$ cat src/rtl/trial_if.sv
// Session control and result bus of the reaction-time trial sequencer.
interface trial_if #(
   parameter int LOG2_TRIALS = 2,
   parameter int TIME_W      = 16
);
   logic                   go;
   logic                   abort;
   logic                   resp;
   logic                   delay_done;
   logic                   timeout;
   logic [TIME_W-1:0]      act_time;
   logic                   trial_start;
   logic                   busy;
   logic                   done;
   logic                   early;
   logic [LOG2_TRIALS-1:0] trial_idx;
   logic [TIME_W-1:0]      last_time;
   logic [TIME_W-1:0]      best_time;
   logic [TIME_W-1:0]      avg_time;
   logic [LOG2_TRIALS:0]   miss_cnt;

   modport master (
      output go, abort, resp, delay_done, timeout, act_time,
      input  trial_start, busy, done, early, trial_idx,
      input  last_time, best_time, avg_time, miss_cnt
   );

   modport slave (
      input  go, abort, resp, delay_done, timeout, act_time,
      output trial_start, busy, done, early, trial_idx,
      output last_time, best_time, avg_time, miss_cnt
   );
endinterface

$ cat src/rtl/trial_sequencer.sv
// Multi-trial session controller: arms each trial, captures reaction times,
// and reports last, best and average time plus the miss count.
module trial_sequencer #(
   parameter int TRIALS      = 4,
   parameter int LOG2_TRIALS = 2,
   parameter int TIME_W      = 16,
   parameter int GAP_CYCLES  = 50000000,
   parameter int PENALTY     = 9999
) (
   input logic clk,
   input logic rst_n,
   trial_if.slave bus
);
   localparam int SW = TIME_W + LOG2_TRIALS;
   localparam int GW = $clog2(GAP_CYCLES + 1);
   localparam logic [GW-1:0] GAP_LAST = GW'(GAP_CYCLES - 1);
   localparam logic [GW-1:0] GAP_ONE = GW'(1);
   localparam logic [LOG2_TRIALS-1:0] IDX_LAST = LOG2_TRIALS'(TRIALS - 1);
   localparam logic [LOG2_TRIALS-1:0] IDX_ONE = LOG2_TRIALS'(1);
   localparam logic [LOG2_TRIALS:0] MISS_ONE = (LOG2_TRIALS + 1)'(1);
   localparam logic [SW-1:0] PEN = SW'(PENALTY);

   typedef enum logic [2:0] {
      IDLE, ARM, WAIT_DELAY, MEASURE, CAPTURE, GAP, DONE
   } state_t;

   state_t                 state;
   logic                   go_q;
   logic                   resp_q;
   logic                   live;
   logic [GW-1:0]          gap_cnt;
   logic [SW-1:0]          sum;
   logic                   trial_start;
   logic                   busy;
   logic                   done;
   logic                   early;
   logic [LOG2_TRIALS-1:0] trial_idx;
   logic [TIME_W-1:0]      last_time;
   logic [TIME_W-1:0]      best_time;
   logic [TIME_W-1:0]      avg_time;
   logic [LOG2_TRIALS:0]   miss_cnt;
   logic                   go_edge;
   logic                   resp_edge;

   // live blocks a go level held through reset release from reading as an edge
   assign go_edge   = bus.go & ~go_q & live;
   assign resp_edge = bus.resp & ~resp_q;

   always_ff @(posedge clk or negedge rst_n) begin
      if (!rst_n) begin
         state       <= IDLE;
         go_q        <= 1'b0;
         resp_q      <= 1'b0;
         live        <= 1'b0;
         gap_cnt     <= '0;
         sum         <= '0;
         trial_start <= 1'b0;
         busy        <= 1'b0;
         done        <= 1'b0;
         early       <= 1'b0;
         trial_idx   <= '0;
         last_time   <= '0;
         best_time   <= '1;
         avg_time    <= '0;
         miss_cnt    <= '0;
      end else begin
         go_q        <= bus.go;
         resp_q      <= bus.resp;
         live        <= 1'b1;
         trial_start <= 1'b0;
         early       <= 1'b0;
         if (bus.abort && state != IDLE) begin
            state <= IDLE;
            busy  <= 1'b0;
            done  <= 1'b0;
         end else begin
            unique case (state)
               IDLE, DONE: begin
                  if (go_edge) begin
                     sum         <= '0;
                     miss_cnt    <= '0;
                     trial_idx   <= '0;
                     last_time   <= '0;
                     avg_time    <= '0;
                     best_time   <= '1;
                     busy        <= 1'b1;
                     done        <= 1'b0;
                     trial_start <= 1'b1;
                     state       <= ARM;
                  end
               end
               ARM: state <= WAIT_DELAY;
               WAIT_DELAY: begin
                  if (resp_edge) begin
                     early    <= 1'b1;
                     miss_cnt <= miss_cnt + MISS_ONE;
                     sum      <= sum + PEN;
                     gap_cnt  <= '0;
                     state    <= GAP;
                  end else if (bus.delay_done) begin
                     state <= MEASURE;
                  end
               end
               MEASURE: begin
                  if (bus.timeout) begin
                     miss_cnt <= miss_cnt + MISS_ONE;
                     sum      <= sum + PEN;
                     gap_cnt  <= '0;
                     state    <= GAP;
                  end else if (resp_edge) begin
                     state <= CAPTURE;
                  end
               end
               CAPTURE: begin
                  last_time <= bus.act_time;
                  sum       <= sum + SW'(bus.act_time);
                  if (bus.act_time < best_time)
                     best_time <= bus.act_time;
                  gap_cnt <= '0;
                  state   <= GAP;
               end
               GAP: begin
                  if (gap_cnt == GAP_LAST) begin
                     if (trial_idx == IDX_LAST) begin
                        avg_time <= TIME_W'(sum >> LOG2_TRIALS);
                        busy     <= 1'b0;
                        done     <= 1'b1;
                        state    <= DONE;
                     end else begin
                        trial_idx   <= trial_idx + IDX_ONE;
                        trial_start <= 1'b1;
                        state       <= ARM;
                     end
                  end else begin
                     gap_cnt <= gap_cnt + GAP_ONE;
                  end
               end
               default: state <= IDLE;
            endcase
         end
      end
   end

   assign bus.trial_start = trial_start;
   assign bus.busy        = busy;
   assign bus.done        = done;
   assign bus.early       = early;
   assign bus.trial_idx   = trial_idx;
   assign bus.last_time   = last_time;
   assign bus.best_time   = best_time;
   assign bus.avg_time    = avg_time;
   assign bus.miss_cnt    = miss_cnt;
endmodule

$ cat src/flat_wrapper.sv
// flat-port wrapper written by rule: the top's interface ports become plain ports
module trial_sequencer_flat 
#(
   parameter int TRIALS      = 4,
   parameter int LOG2_TRIALS = 2,
   parameter int TIME_W      = 16,
   parameter int GAP_CYCLES  = 50000000,
   parameter int PENALTY     = 9999
)
  (clk, rst_n, bus_go, bus_abort, bus_resp, bus_delay_done, bus_timeout, bus_act_time, bus_trial_start, bus_busy, bus_done, bus_early, bus_trial_idx, bus_last_time, bus_best_time, bus_avg_time, bus_miss_cnt);
  trial_if #(.LOG2_TRIALS(LOG2_TRIALS), .TIME_W(TIME_W)) bus_i ();
  input logic clk;
  input logic rst_n;
  input wire logic [$bits(bus_i.go)-1:0] bus_go;
  input wire logic [$bits(bus_i.abort)-1:0] bus_abort;
  input wire logic [$bits(bus_i.resp)-1:0] bus_resp;
  input wire logic [$bits(bus_i.delay_done)-1:0] bus_delay_done;
  input wire logic [$bits(bus_i.timeout)-1:0] bus_timeout;
  input wire logic [$bits(bus_i.act_time)-1:0] bus_act_time;
  output wire logic [$bits(bus_i.trial_start)-1:0] bus_trial_start;
  output wire logic [$bits(bus_i.busy)-1:0] bus_busy;
  output wire logic [$bits(bus_i.done)-1:0] bus_done;
  output wire logic [$bits(bus_i.early)-1:0] bus_early;
  output wire logic [$bits(bus_i.trial_idx)-1:0] bus_trial_idx;
  output wire logic [$bits(bus_i.last_time)-1:0] bus_last_time;
  output wire logic [$bits(bus_i.best_time)-1:0] bus_best_time;
  output wire logic [$bits(bus_i.avg_time)-1:0] bus_avg_time;
  output wire logic [$bits(bus_i.miss_cnt)-1:0] bus_miss_cnt;
  assign bus_i.go = bus_go;
  assign bus_i.abort = bus_abort;
  assign bus_i.resp = bus_resp;
  assign bus_i.delay_done = bus_delay_done;
  assign bus_i.timeout = bus_timeout;
  assign bus_i.act_time = bus_act_time;
  assign bus_trial_start = bus_i.trial_start;
  assign bus_busy = bus_i.busy;
  assign bus_done = bus_i.done;
  assign bus_early = bus_i.early;
  assign bus_trial_idx = bus_i.trial_idx;
  assign bus_last_time = bus_i.last_time;
  assign bus_best_time = bus_i.best_time;
  assign bus_avg_time = bus_i.avg_time;
  assign bus_miss_cnt = bus_i.miss_cnt;
  trial_sequencer #(.TRIALS(TRIALS), .LOG2_TRIALS(LOG2_TRIALS), .TIME_W(TIME_W), .GAP_CYCLES(GAP_CYCLES), .PENALTY(PENALTY)) u_core (.clk(clk), .rst_n(rst_n), .bus(bus_i));
endmodule
$ cat config.mk
export PLATFORM = sky130hd
export DESIGN_NAME = trial_sequencer_flat
export DESIGN_NICKNAME = d
export VERILOG_FILES = /design/src/rtl/trial_if.sv /design/src/rtl/trial_sequencer.sv /design/src/flat_wrapper.sv
export SDC_FILE = /design/constraint.sdc
export NUM_CORES = 1
export LEC_CHECK = 0
export BUFFER_PORTS_ARGS = -buffer_cell sky130_fd_sc_hd__buf_2
export CAP_MARGIN = 20
export CORE_ASPECT_RATIO = 0.75
export CORE_MARGIN = 2
export CORE_UTILIZATION = 58
export CTS_CLUSTER_DIAMETER = 50
export DETAILED_ROUTE_END_ITERATION = 8
export PLACE_DENSITY = 0.88
export SLEW_MARGIN = 20
export SYNTH_ARGS = -nofsm -noshare
export SYNTH_HDL_FRONTEND = slang
export SYNTH_SLANG_ARGS = --single-unit
$ cat constraint.sdc
create_clock -name clk -period 4 [get_ports clk]
set_input_delay 0.4 -clock clk [delete_from_list [all_inputs] [get_ports clk]]
set_output_delay 0.4 -clock clk [all_outputs]
set_load 0.01 [all_outputs]
# == After elaboration in Yosys (flattened, before gate mapping) ==
# Index checks and enable logic that the tools add are counted.
# totals
out_inout_bits,57
word_cells,118
ff_bits,107
in_bits,23
# classes
n_eq_ne,21
n_reduce_logical,19
order_cmp,1
n_mux,51
bitwise_logic,6
addsub,5
# ops
cell,n
26-bit one-hot mux with 4 select lines,1
16-bit one-hot mux with 2 select lines,3
16-bit two-way mux,5
26-bit two-way mux,3
18-bit one-hot mux with 4 select lines,1
18-bit two-way mux,3
3-bit two-way mux,11
"26-bit by 1-bit adder with 26-bit output, second input constant",1
"26-bit equality test, second input constant",1
5-bit AND reduction,5
"18-bit by 14-bit adder with 18-bit output, second input constant",1
18-bit by 16-bit adder with 18-bit output,1
3-bit one-hot mux with 6 select lines,1
16-bit < comparator,1
1-bit two-way mux,15
4-bit AND reduction,3
"2-bit by 1-bit != test with 1-bit output, second input constant",5
"3-bit equality test, second input constant",3
"3-bit by 1-bit != test with 1-bit output, second input constant",3
3-bit one-hot mux with 3 select lines,1
3-bit nonzero test,3
"4-bit by 2-bit != test with 1-bit output, second input constant",2
4-bit nonzero test,2
"3-bit by 2-bit equality test with 1-bit output, second input constant",2
other kinds (15),26

# == Longest topological paths before layout ==
# logic_depth
ltp_word,6
ltp_mapped,13
mapped_depth_nobuf,11

# == Worst setup path before layout ==
# OpenSTA, ideal clock, no wires.
# synth_path
path_type,register to register
from,register u_core.state[0]
to,register u_core.sum[12]
path_buffers,2
arrival_time_ns,3.133
slack_ns,0.746
required_ns,3.879
setup_ns,0.121
stages_incl_launch_ff,14
synth_period_minus_slack_ns,3.254
path_cell_list,dfrtp_1 > clkbuf_1 > nor2_1 > nand2_1 > clkbuf_1 > or2_2 > ha_1 > fa_1 > a21o_1 > a221oi_1 > o21ai_0 > a31oi_1 > xnor2_1 > a22o_1
# synth_between
elab_chain_cells,4
word_cells_on_any_way,15
classes_between,7 x eq/ne; 1 x mux; 1 x bitwise; 6 x reduce/logical
# synth_lines
item,line_no,source
start: declaration,trial_sequencer.sv:27,state_t state;
start signal: assignment,trial_sequencer.sv:51,state <= IDLE;
start signal: assignment,trial_sequencer.sv:73,state <= IDLE;
start signal: assignment,trial_sequencer.sv:89,state <= ARM;
3-bit equality test (tied with other cells),trial_sequencer.sv:77,unique case (state)
2-bit OR reduction / 1-bit logical AND (equally long branches),"trial_sequencer.sv:77, trial_sequencer.sv:72",
4-bit nonzero test (no source line) (tied with other cells),n/a,
5-bit AND reduction (no source line),n/a,
end signal: assignment,trial_sequencer.sv:97,sum <= sum + PEN;
end signal: assignment,trial_sequencer.sv:107,sum <= sum + PEN;
end signal: assignment,trial_sequencer.sv:116,sum <= sum + SW'(bus.act_time);
end: declaration,trial_sequencer.sv:32,logic [SW-1:0] sum;
# Parallel ways exist; a longest one is shown, timed or not.
# A chain may end at the register's enable or synchronous reset.

# == Worst setup path after layout ==
# layout_path
from,register u_core.state[0]
to,register u_core.sum[16]
# The elaborated chain is that of the path after synthesis.

==> key figures <==
Pwr
  – Power per standard cell area: 626.5 nW/µm²
  – Worst ir drop on vdd: 0.0003498 V
  – Leakage: 3.239 nW
  – Total Power Consumption: 0.004195 W

Cells and area
  – Count of fill cells added during filler insertion: 754
  – Multi-input combinational cell area: 3045 µm²
  – Layout net count: 720
  – Area taken by flip-flops and latches: 2698 µm²
  – Synthesis-to-layout area growth: 12.72%
  – Share of post-route cells with drive strength above 1: 21.14%
  – Count of inserted antenna diode cells: 0
  – Final Util: 68.24%

Global routing
  – Number of antenna violations at the first check in global routing: 0
  – Fraction of met1 tracks used by global routing: 37.78%
  – GRT Residual Overflow: 0
  – Global-route wire length before repair: 25,140 µm
  – Number of global-route vias before repair: 5,156
  – Met2 usage in global routing: 45.69%
  – Pin count of the biggest net entering global routing: 73
  – Global-route usage over all layers: 28.29%
  – Global-route layer with the greatest usage: met2
  – Met3 routing resource usage after global routing: 5.970%

Job
  – Count of max-cap constraint violations: 0

Outcome
  – Run status: finished clean

Clock tree
  – Buffer count from post-CTS setup fixing: 0
  – Clk pin slew, worst setup/hold paths: 70 ps
  – Post-cts repair resize count: 0
  – TritonCTS Buffers: 9
  – Number of levels in the clock H-tree: 3
  – Number of buffers between clock root and the deepest sink: 2
  – CTS Hold Buffers Added: 0
  – Clock tree from TritonCTS: done
  – Number of clock sinks: 107
  – Clock tree root driver cell: clkbuf_16
  – Source-to-sink clock delay at the later pin of the worst-skew pair: 350 ps

Synth
  – Register bit count reported by yosys: 107
  – Number of enable flip-flop cells after synthesis: 0
  – Synthesized netlist net count: 652
  – Top cell type by total area after synthesis: dfrtp_1
  – Cells after synthesis: 594
  – Warnings, synthesis: 0
  – Number of unique standard cell types used by synthesis: 63
  – Leading register cell type out of synthesis: dfrtp_1
  – Ranking of synthesized cells by instance count: dfrtp_1 (91), nand2_1 (52), ha_1 (34), a21oi_1 (33), nor2_1 (33)
  – Share of Yosys cell area claimed by the top area cell type: 38.33%
  – Synth area leaders: dfrtp_1 (38%), ha_1 (7.2%), dfstp_2 (7.1%), a22o_1 (4.7%), nand2_1 (3.3%)
  – Seq/Total Area, Yosys: 45.41%
  – Cell with the most instances after synthesis: dfrtp_1
  – Summed instance area of the synthesized netlist: 5941 µm²
  – Proportion of register bits with asynchronous set or reset after synthesis: 100.0%
  – Mean cell area of the mapped netlist: 10.00 µm²

Worst setup path
  – CP max FO: 16
  – Kind of end point of the critical path: flop
  – Arr. time, crit path: 3990 ps
  – Worst setup startpoint: u_core.state[0]
  – Slack of the worst reg-to-reg path: 260 ps
  – Cells on worst reg2reg path: 11
  – Startpoint types: flop
  – Capture point of the worst reg-to-reg path: u_core.sum[16]
  – Setup CP Type: flop to flop
  – Reg-to-Reg Start: u_core.state[0]
  – Required @ worst endpoint: 4240 ps

Timing
  – Shortest clock period the worst path allows after layout: 3742 ps
  – Actual transition at the worst max-transition pin: 1015 ps
  – Max transition margin: 31.91%
  – FMAX: 267.2 MHz
  – Period utilisation layout: 93.56%
  – Post-route worst hold slack: 94.28 ps
  – Setup-failing EPs final: 0
  – RSZ-0062 raised after global routing: no
  – Total Negative Setup Slacks: 0 ps
  – Hold Fails Final Rpt: 0
  – Max-slew violation total from the final report: 0
  – Worst clock skew: 7.834 ps
  – Setup slack of the critical path after layout: 257.6 ps

Placement
  – Global placement routability congestion: 0.9346
  – Port Buffer Count: 79
  – HPWL reported at the end of detailed placement: 10,860 µm
  – Pre-CTS setup slack: 350.6 ps

Drt
  – Total via count in the routed design: 5,181
  – Length of the first detailed-routing pass in iterations: 5
  – Via density per instance: 6.484
  – Wirelength per Cell: 18.72 µm
  – Final wirelength: 14,960 µm
  – Number of antenna-violating nets in the routed design: 0
  – Post-route DRC: 0
  – Iter 0 DRT Violations: 397

Floorplan
  – Effective utilization at floorplan: 60.54%
  – DIE AREA: 11,080 µm²
  – Die extent in y: 91.65 µm
  – Std cell rows: 31
  – Die W: 120.9 µm
  – Count of pins on the block boundary: 80
  – Core Region: 9813 µm²

Worst hold path
  – HP Class: input port to async pin
worst max-delay path: stages (launching register included):
cell,delay [ps]
dfrtp_1,540
nor2_1,220
nand2_1,230
or2_2,350
ha_1,240
fa_1,420
a21o_1,220
a221oi_1,370
o21ai_0,300
a311oi_1,440
o221ai_1,200
o31ai_1,120
per-stage QoR:
stage          cells  cell area [µm²]
2_1_floorplan    594             5941
3_3_place_gp     783             6427
3_5_place_dp     783             6427
4_1_cts          799             6690
5_1_grt          799             6696
6_report         799             6696
flip-flops by register name (all words and copies together) (netlist names):
name                    count
u_core.bus.early            1
u_core.bus.avg_time        16
u_core.bus.trial_start      1
u_core.bus.trial_idx        2
u_core.bus.done             1
u_core.go_q                 1
u_core.bus.busy             1
u_core.bus.last_time       16
u_core.bus.miss_cnt         3
u_core.gap_cnt             26
u_core.bus.best_time       16
u_core.live                 1
u_core.sum                 18
u_core.state                3
u_core.resp_q               1
report_power, final:
group	total, W	leakage, nW	internal [W]	switching, W
Combinational	0.00171	1.70	0.000698	0.00101
Sequential	0.00168	1.41	0.00139	0.000287
Clock	0.000807	0.127	0.000420	0.000387
layer usage:
layer	wire, µm	vias to the layer above	part of all wire (%)
met3	1047	39	7.0
met1	6371	2547	43
met4	368	0	2.5
met5	0	-	0
li1	-	2363	-
met2	7170	232	48
how the worst max path moves through the flow:
stage	end	slack, ps
floorplan	u_core.sum[12]	750
global placement	u_core.sum[16]	580
detailed placement	u_core.sum[16]	350
CTS	u_core.sum[16]	330
global route	u_core.sum[12]	20
finish	u_core.sum[16]	260
cell families (layout without fill, tap and decap cells):
family	count (synthesis)	in the layout	share of synthesized area, %
other	1	1	0.06312
and+or+nand+nor	206	206	18.58
muxes	9	9	1.706
adders and majority gates	35	35	7.498
AOI/OAI and AO/OA	161	161	19.48
xor gates and xnor gates	25	25	3.686
DFF	107	107	45.41
buffers and inverters	50	123	3.580
area by class of cell:
| class | instances | area share (%) |
|---|---|---|
| clock inverter | 5 | 0.4484 |
| inverter | 22 | 1.233 |
| timing repair buffer | 85 | 6.614 |
| multi-input combinational | 437 | 45.48 |
| sequential | 107 | 40.28 |
| clock buffer | 11 | 3.475 |
| tap | 132 | 2.466 |
cells in the final DEF (no fill, tap or decap), drive strengths merged, types with 20 or more instances in the layout:
cell type  Yosys  layout
nor2          33      33
o21ai         20      20
nand3         20      20
ha            34      34
a22o          32      32
inv           22      22
nand2         52      52
buf            6      85
a21oi         34      34
dfrtp         91      91
(Power assumes the default switching activity.)
